==> config.mk <==
export PLATFORM = sky130hd
export DESIGN_NAME = toggle_arbiter
export DESIGN_NICKNAME = d
export VERILOG_FILES = /design/src/rtl/toggle_arbiter.sv
export SDC_FILE = /design/constraint.sdc
export NUM_CORES = 1
export LEC_CHECK = 0
export BUFFER_PORTS_ARGS = -buffer_cell sky130_fd_sc_hd__buf_2
export CAP_MARGIN = 10
export CORE_MARGIN = 1.5
export CORE_UTILIZATION = 58
export DETAILED_ROUTE_END_ITERATION = 6
export PLACE_DENSITY = 0.82
export SLEW_MARGIN = 30
export SYNTH_ARGS = -nofsm -noshare
export SYNTH_HDL_FRONTEND = slang
export SYNTH_SLANG_ARGS = --single-unit
==> constraint.sdc <==
create_clock -name clk -period 3.6 [get_ports clk]
set_input_delay 0.72 -clock clk [delete_from_list [all_inputs] [get_ports clk]]
set_output_delay 0.72 -clock clk [all_outputs]
set_load 0.01 [all_outputs]
==> src/rtl/toggle_arbiter.sv <==
// Toggle arbiter: captures rising edges on req_in as pending flags, grants
// one requester at a time in rotating order, flips that requester's toggle
// bit, then enforces GAP idle cycles before the next grant.
module toggle_arbiter #(
    parameter int unsigned N   = 4,
    parameter int unsigned GAP = 2
) (
    input  logic         clk,
    input  logic         rst_n,
    input  logic [N-1:0] req_in,
    input  logic         hold,
    output logic [N-1:0] tog_out,
    output logic [N-1:0] grant,
    output logic [N-1:0] pend,
    output logic         busy,
    output logic         overrun
);

    localparam int unsigned PW = (N > 1) ? $clog2(N) : 1;

    typedef enum logic [1:0] {StIdle, StGrant, StSpace} state_e;

    state_e         state_q, state_d;
    logic [3:0]     cnt_q, cnt_d;
    logic [N-1:0]   prev_q;
    logic [N-1:0]   pend_q, pend_d;
    logic [N-1:0]   tog_q, tog_d;
    logic [N-1:0]   grant_q, grant_d;
    logic           ovr_q, ovr_d;
    logic [PW-1:0]  ptr_q, ptr_d;

    logic [N-1:0]   edge_det;
    logic [N-1:0]   clr;
    logic [PW-1:0]  win_idx;
    logic           win_found;
    logic           start;

    // State register: every flop, asynchronously cleared.
    always_ff @(posedge clk or negedge rst_n) begin
        if (!rst_n) begin
            state_q <= StIdle;
            cnt_q   <= '0;
            prev_q  <= '0;
            pend_q  <= '0;
            tog_q   <= '0;
            grant_q <= '0;
            ovr_q   <= 1'b0;
            ptr_q   <= '0;
        end else begin
            state_q <= state_d;
            cnt_q   <= cnt_d;
            prev_q  <= req_in;
            pend_q  <= pend_d;
            tog_q   <= tog_d;
            grant_q <= grant_d;
            ovr_q   <= ovr_d;
            ptr_q   <= ptr_d;
        end
    end

    // Winner: first pending bit at or above ptr, wrapping from N-1 to 0.
    always_comb begin
        logic [PW:0] sum;
        sum       = '0;
        win_found = 1'b0;
        win_idx   = '0;
        for (int unsigned k = 0; k < N; k++) begin
            sum = {1'b0, ptr_q} + (PW+1)'(k);
            if (sum >= (PW+1)'(N)) begin
                sum = sum - (PW+1)'(N);
            end
            if (!win_found && pend_q[sum[PW-1:0]]) begin
                win_found = 1'b1;
                win_idx   = sum[PW-1:0];
            end
        end
    end

    // Next-state logic for the FSM and gap counter; hold only matters in idle.
    always_comb begin
        state_d = state_q;
        cnt_d   = cnt_q;
        unique case (state_q)
            StIdle: begin
                if (start) begin
                    state_d = StGrant;
                end
            end
            StGrant: begin
                if (GAP > 0) begin
                    state_d = StSpace;
                    cnt_d   = 4'(GAP - 1);
                end else begin
                    state_d = StIdle;
                end
            end
            StSpace: begin
                if (cnt_q == 4'd0) begin
                    state_d = StIdle;
                end else begin
                    cnt_d = cnt_q - 4'd1;
                end
            end
            default: begin
                state_d = StIdle;
                cnt_d   = '0;
            end
        endcase
    end

    // Datapath: edge capture, grant issue, toggle, pointer advance, overrun.
    always_comb begin
        start    = (state_q == StIdle) && !hold && (pend_q != '0) && win_found;
        edge_det = req_in & ~prev_q;
        clr      = start ? ({{(N-1){1'b0}}, 1'b1} << win_idx) : '0;
        // A new edge in the same cycle as the clear re-arms the flag.
        pend_d   = (pend_q & ~clr) | edge_det;
        ovr_d    = ovr_q | (|(edge_det & pend_q & ~clr));
        tog_d    = tog_q ^ clr;
        grant_d  = clr;
        ptr_d    = ptr_q;
        if (start) begin
            ptr_d = (win_idx == PW'(N - 1)) ? '0 : win_idx + 1'b1;
        end
    end

    // Outputs.
    always_comb begin
        tog_out = tog_q;
        grant   = grant_q;
        pend    = pend_q;
        overrun = ovr_q;
        busy    = (state_q != StIdle);
    end

endmodule

==> flow_summary_export.csv <==
group,metric,value,unit
detailed_routing,ant_nets,0,
critical_path,cp_slowest_stage_delay,0.41,ns
clock_network,cts_tree,"built",
critical_path,crit_chain,"inv_1 -> ha_1 -> inv_1 -> buf_2",
grt,grt_pass1_wl,3690,um
sta,hold_viol_final,0,
critical_path,crit_top_cell,"inv_1",
critical_path,r2r-end,"ptr_q[1]",
pwr,power_density,855,mW/mm2
pwr,net-switching-power,0.000496,W
pwr,combPwrFrac,0.490,
place,gp_congestion,0.853,
detailed_routing,vias,874,
critical_path,regToRegStartpoint,"pend[0]",
floorplanning,die_h,48.8,um
cells_and_area,syn_to_final_growth,13.2,%
sta,fin_setup_tns,0,ns
sta,max_freq,0.474,GHz
clock_network,cts_root_buffer,"clkbuf_4",
critical_path,cp-start-kind,"flop",
clock_network,post_cts_resized,0,
sta,slew_headroom,0.630,
floorplanning,die_area,0.00238,mm2
clock_network,cts_buffers,3,
clock_network,cts_setup_buffers,0,
cells_and_area,drive_gt1_frac,0.197,
critical_path,crit_end,"busy",
grt,gr-total-overflow,0,
synth,syn-instance-count,113,
synth,synth_cell_types,26,
clock_network,ctsHoldBuffers,0,
detailed_routing,routed_wl,2130,um
clock_network,cts_sinks,25,
synth,yosysSeqAreaShare,0.514,
synth,syn-num-nets,130,
grt,grt_pass1_vias,858,
pwr,p_total,0.00118,W
sta,rsz0062_at_grt,"false",
place,io_buffers,20,
detailed_routing,first_pass_iters,4,
floorplanning,rows,16,
synth,yosysTopAreaCell,"dfrtp_1",
critical_path,end_kind,"output port",
grt,grt_most_used_layer,"met2",
synth,yosys_most_used_dff,"dfrtp_1",
critical_path,worstSetupPathType,"reg2out",
pwr,clockPowerShare,0.105,
sta,tightest_slew,0.555,ns
floorplanning,io_pins,21,
critical_path,arrival,1.39,ns
cells_and_area,fin_nets,155,
detailed_routing,drc,0,
sta,skew,0.00135,ns
critical_path,crit_start,"state_q[0]",
synth,synth_warnings,0,
synth,syn_avg_cell_area,10.8,um2
detailed_routing,viasPerCell,5.33,
synth,synth-async-reset-ratio,1.00,
grt,grt_use_met2,0.349,
floorplanning,core_area,0.00196,mm2
critical_path,cp_max_fo,7,
critical_path,crit_buf_inv,3,
pwr,pwr-share-seq,0.406,
detailed_routing,wl_per_cell,13.0,um
grt,antenna_found_initial,0,
detailed_routing,first_iter_violations,17,
grt,gr-usage-all-layers,0.204,
grt,grt_start_max_net_pins,26,
cells_and_area,antenna_cells,0,
synth,synth_area,0.00122,mm2
sta,final-max-slew-violation-count,0,
outcome,status,"completed",
critical_path,reg2reg_slack,1.72,ns
clock_network,clockBufferDepth,2,
critical_path,required,2.88,ns
synth,synth-seq-cells,25,
critical_path,critPathTopFamily,"flip-flops",
pwr,ir_drop,489,uV
critical_path,reg2reg_depth,6,
min_path,hp-class,"in2async",
sta,period_share,0.586,
flow_run,drv_cap,0,
pwr,p_int,0.000680,W
clock_network,clock_latency,0.31,ns
cells_and_area,fill_cells,172,
grt,grtUsageMet1,0.240,
floorplanning,fp.dieW,48.8,um
sta,period_minus_slack,2.11,ns
sta,setup_viol,0,
floorplanning,initial_core_util,0.620,
clock_network,path_clk_slew,0.13,ns
pwr,leakagePower,0.691,nW
synth,synth_edf_count,0,
clock_network,htreeDepth,1,
critical_path,slowest_stage,"dfrtp_1",
grt,met3_usage,0.0429,
place,dp_hpwl,1570,um
pwr,p_sw_frac,0.422,
synth,yosysTopAreaCellShare,0.514,
synth,synth_area_leaders,"dfrtp_1, ha_1, inv_1",
critical_path,crit_cells,4,
layout make-up:
| type | count | area [um2] | area share |
|---|---|---|---|
| clock buffer | 4 | 26.3 | 0.0191 |
| inverter | 12 | 45.0 | 0.0327 |
| multi-input combinational | 76 | 546 | 0.396 |
| sequential | 25 | 626 | 0.455 |
| tap | 27 | 33.8 | 0.0245 |
| timing repair buffer | 20 | 100 | 0.0727 |
registers in the layout (all words and copies together) (netlist names):
| register | count |
|---|---|
| prev_q | 4 |
| ptr_q | 2 |
| overrun | 1 |
| state_q | 2 |
| cnt_q | 4 |
| pend | 4 |
| grant | 4 |
| tog_out | 4 |
metrics by stage:
stage	hold WS, ns	util	instance area [um2]	cells	setup slack, ns
finish	0.373	0.702	1380	164	1.49
CTS	0.381	0.702	1380	164	1.49
detailed placement	0.458	0.688	1350	160	1.73
floorplan	0.424	-	1220	113	1.83
global route	0.402	0.702	1380	164	1.40
global placement	0.454	0.688	1350	160	1.81
per-layer routing:
metal  vias to the layer above  wire length, um
met2                        23              999
met5                         -                0
met1                       415              988
li1                        432                -
met4                         0               44
met3                         4               98
logic make-up (layout without fill, tap and decap cells):
group,after synthesis,count (layout),share of synthesized area
buf+inv,12,36,0.0370
xor+xnor,4,4,0.0288
simple gates,35,35,0.160
fa+ha+maj,10,10,0.103
compound gates,23,23,0.120
mux,4,4,0.0360
flops,25,25,0.514
power groups by stage:
stage | Sequential [W] | Clock, W | Combinational, W
2_1_floorplan | 0.000494 | 0 | 0.000395
3_3_place_gp | 0.000474 | 0 | 0.000546
3_5_place_dp | 0.000483 | 0 | 0.000578
4_1_cts | 0.000476 | 0.000127 | 0.000580
5_1_grt | 0.000494 | 0.000136 | 0.000651
6_report | 0.000477 | 0.000123 | 0.000576
Yosys cell counts, types with 2 or more instances:
cell and n:
dfrtp_1 25, inv_1 12, nand2_1 12, ha_1 10, nor2_1 6, o21ai_0 6, a21o_1 5, a21oi_1 5
nor2b_1 5, nand3_1 4, xnor2_1 4, a31oi_1 2, mux2_1 2, nand4_1 2, o21a_1 2
cells in the final DEF, fill, tap and decap left out, drive strengths merged, types with 2 or more instances in the layout:
master and instances:
dfrtp 25, buf 20, inv 12, nand2 12, ha 10, o21ai 6, nor2 6, a21oi 5
nor2b 5, a21o 5, xnor2 4, nand3 4, clkbuf 4, mux2 3, o21a 2, a31oi 2
nand4 2, nor3 2
how the worst min path moves through the flow:
stage	slack, ns	end	startpoint	cells past startpoint
6_report	0.37	grant[1]	rst_n	1
2_1_floorplan	0.42	cnt_q[0]	rst_n	0
3_3_place_gp	0.45	tog_out[3]	tog_out[3]	1
4_1_cts	0.38	grant[1]	rst_n	1
3_5_place_dp	0.46	tog_out[3]	tog_out[3]	1
5_1_grt	0.40	prev_q[1]	rst_n	1
(Power assumes the default switching activity.)
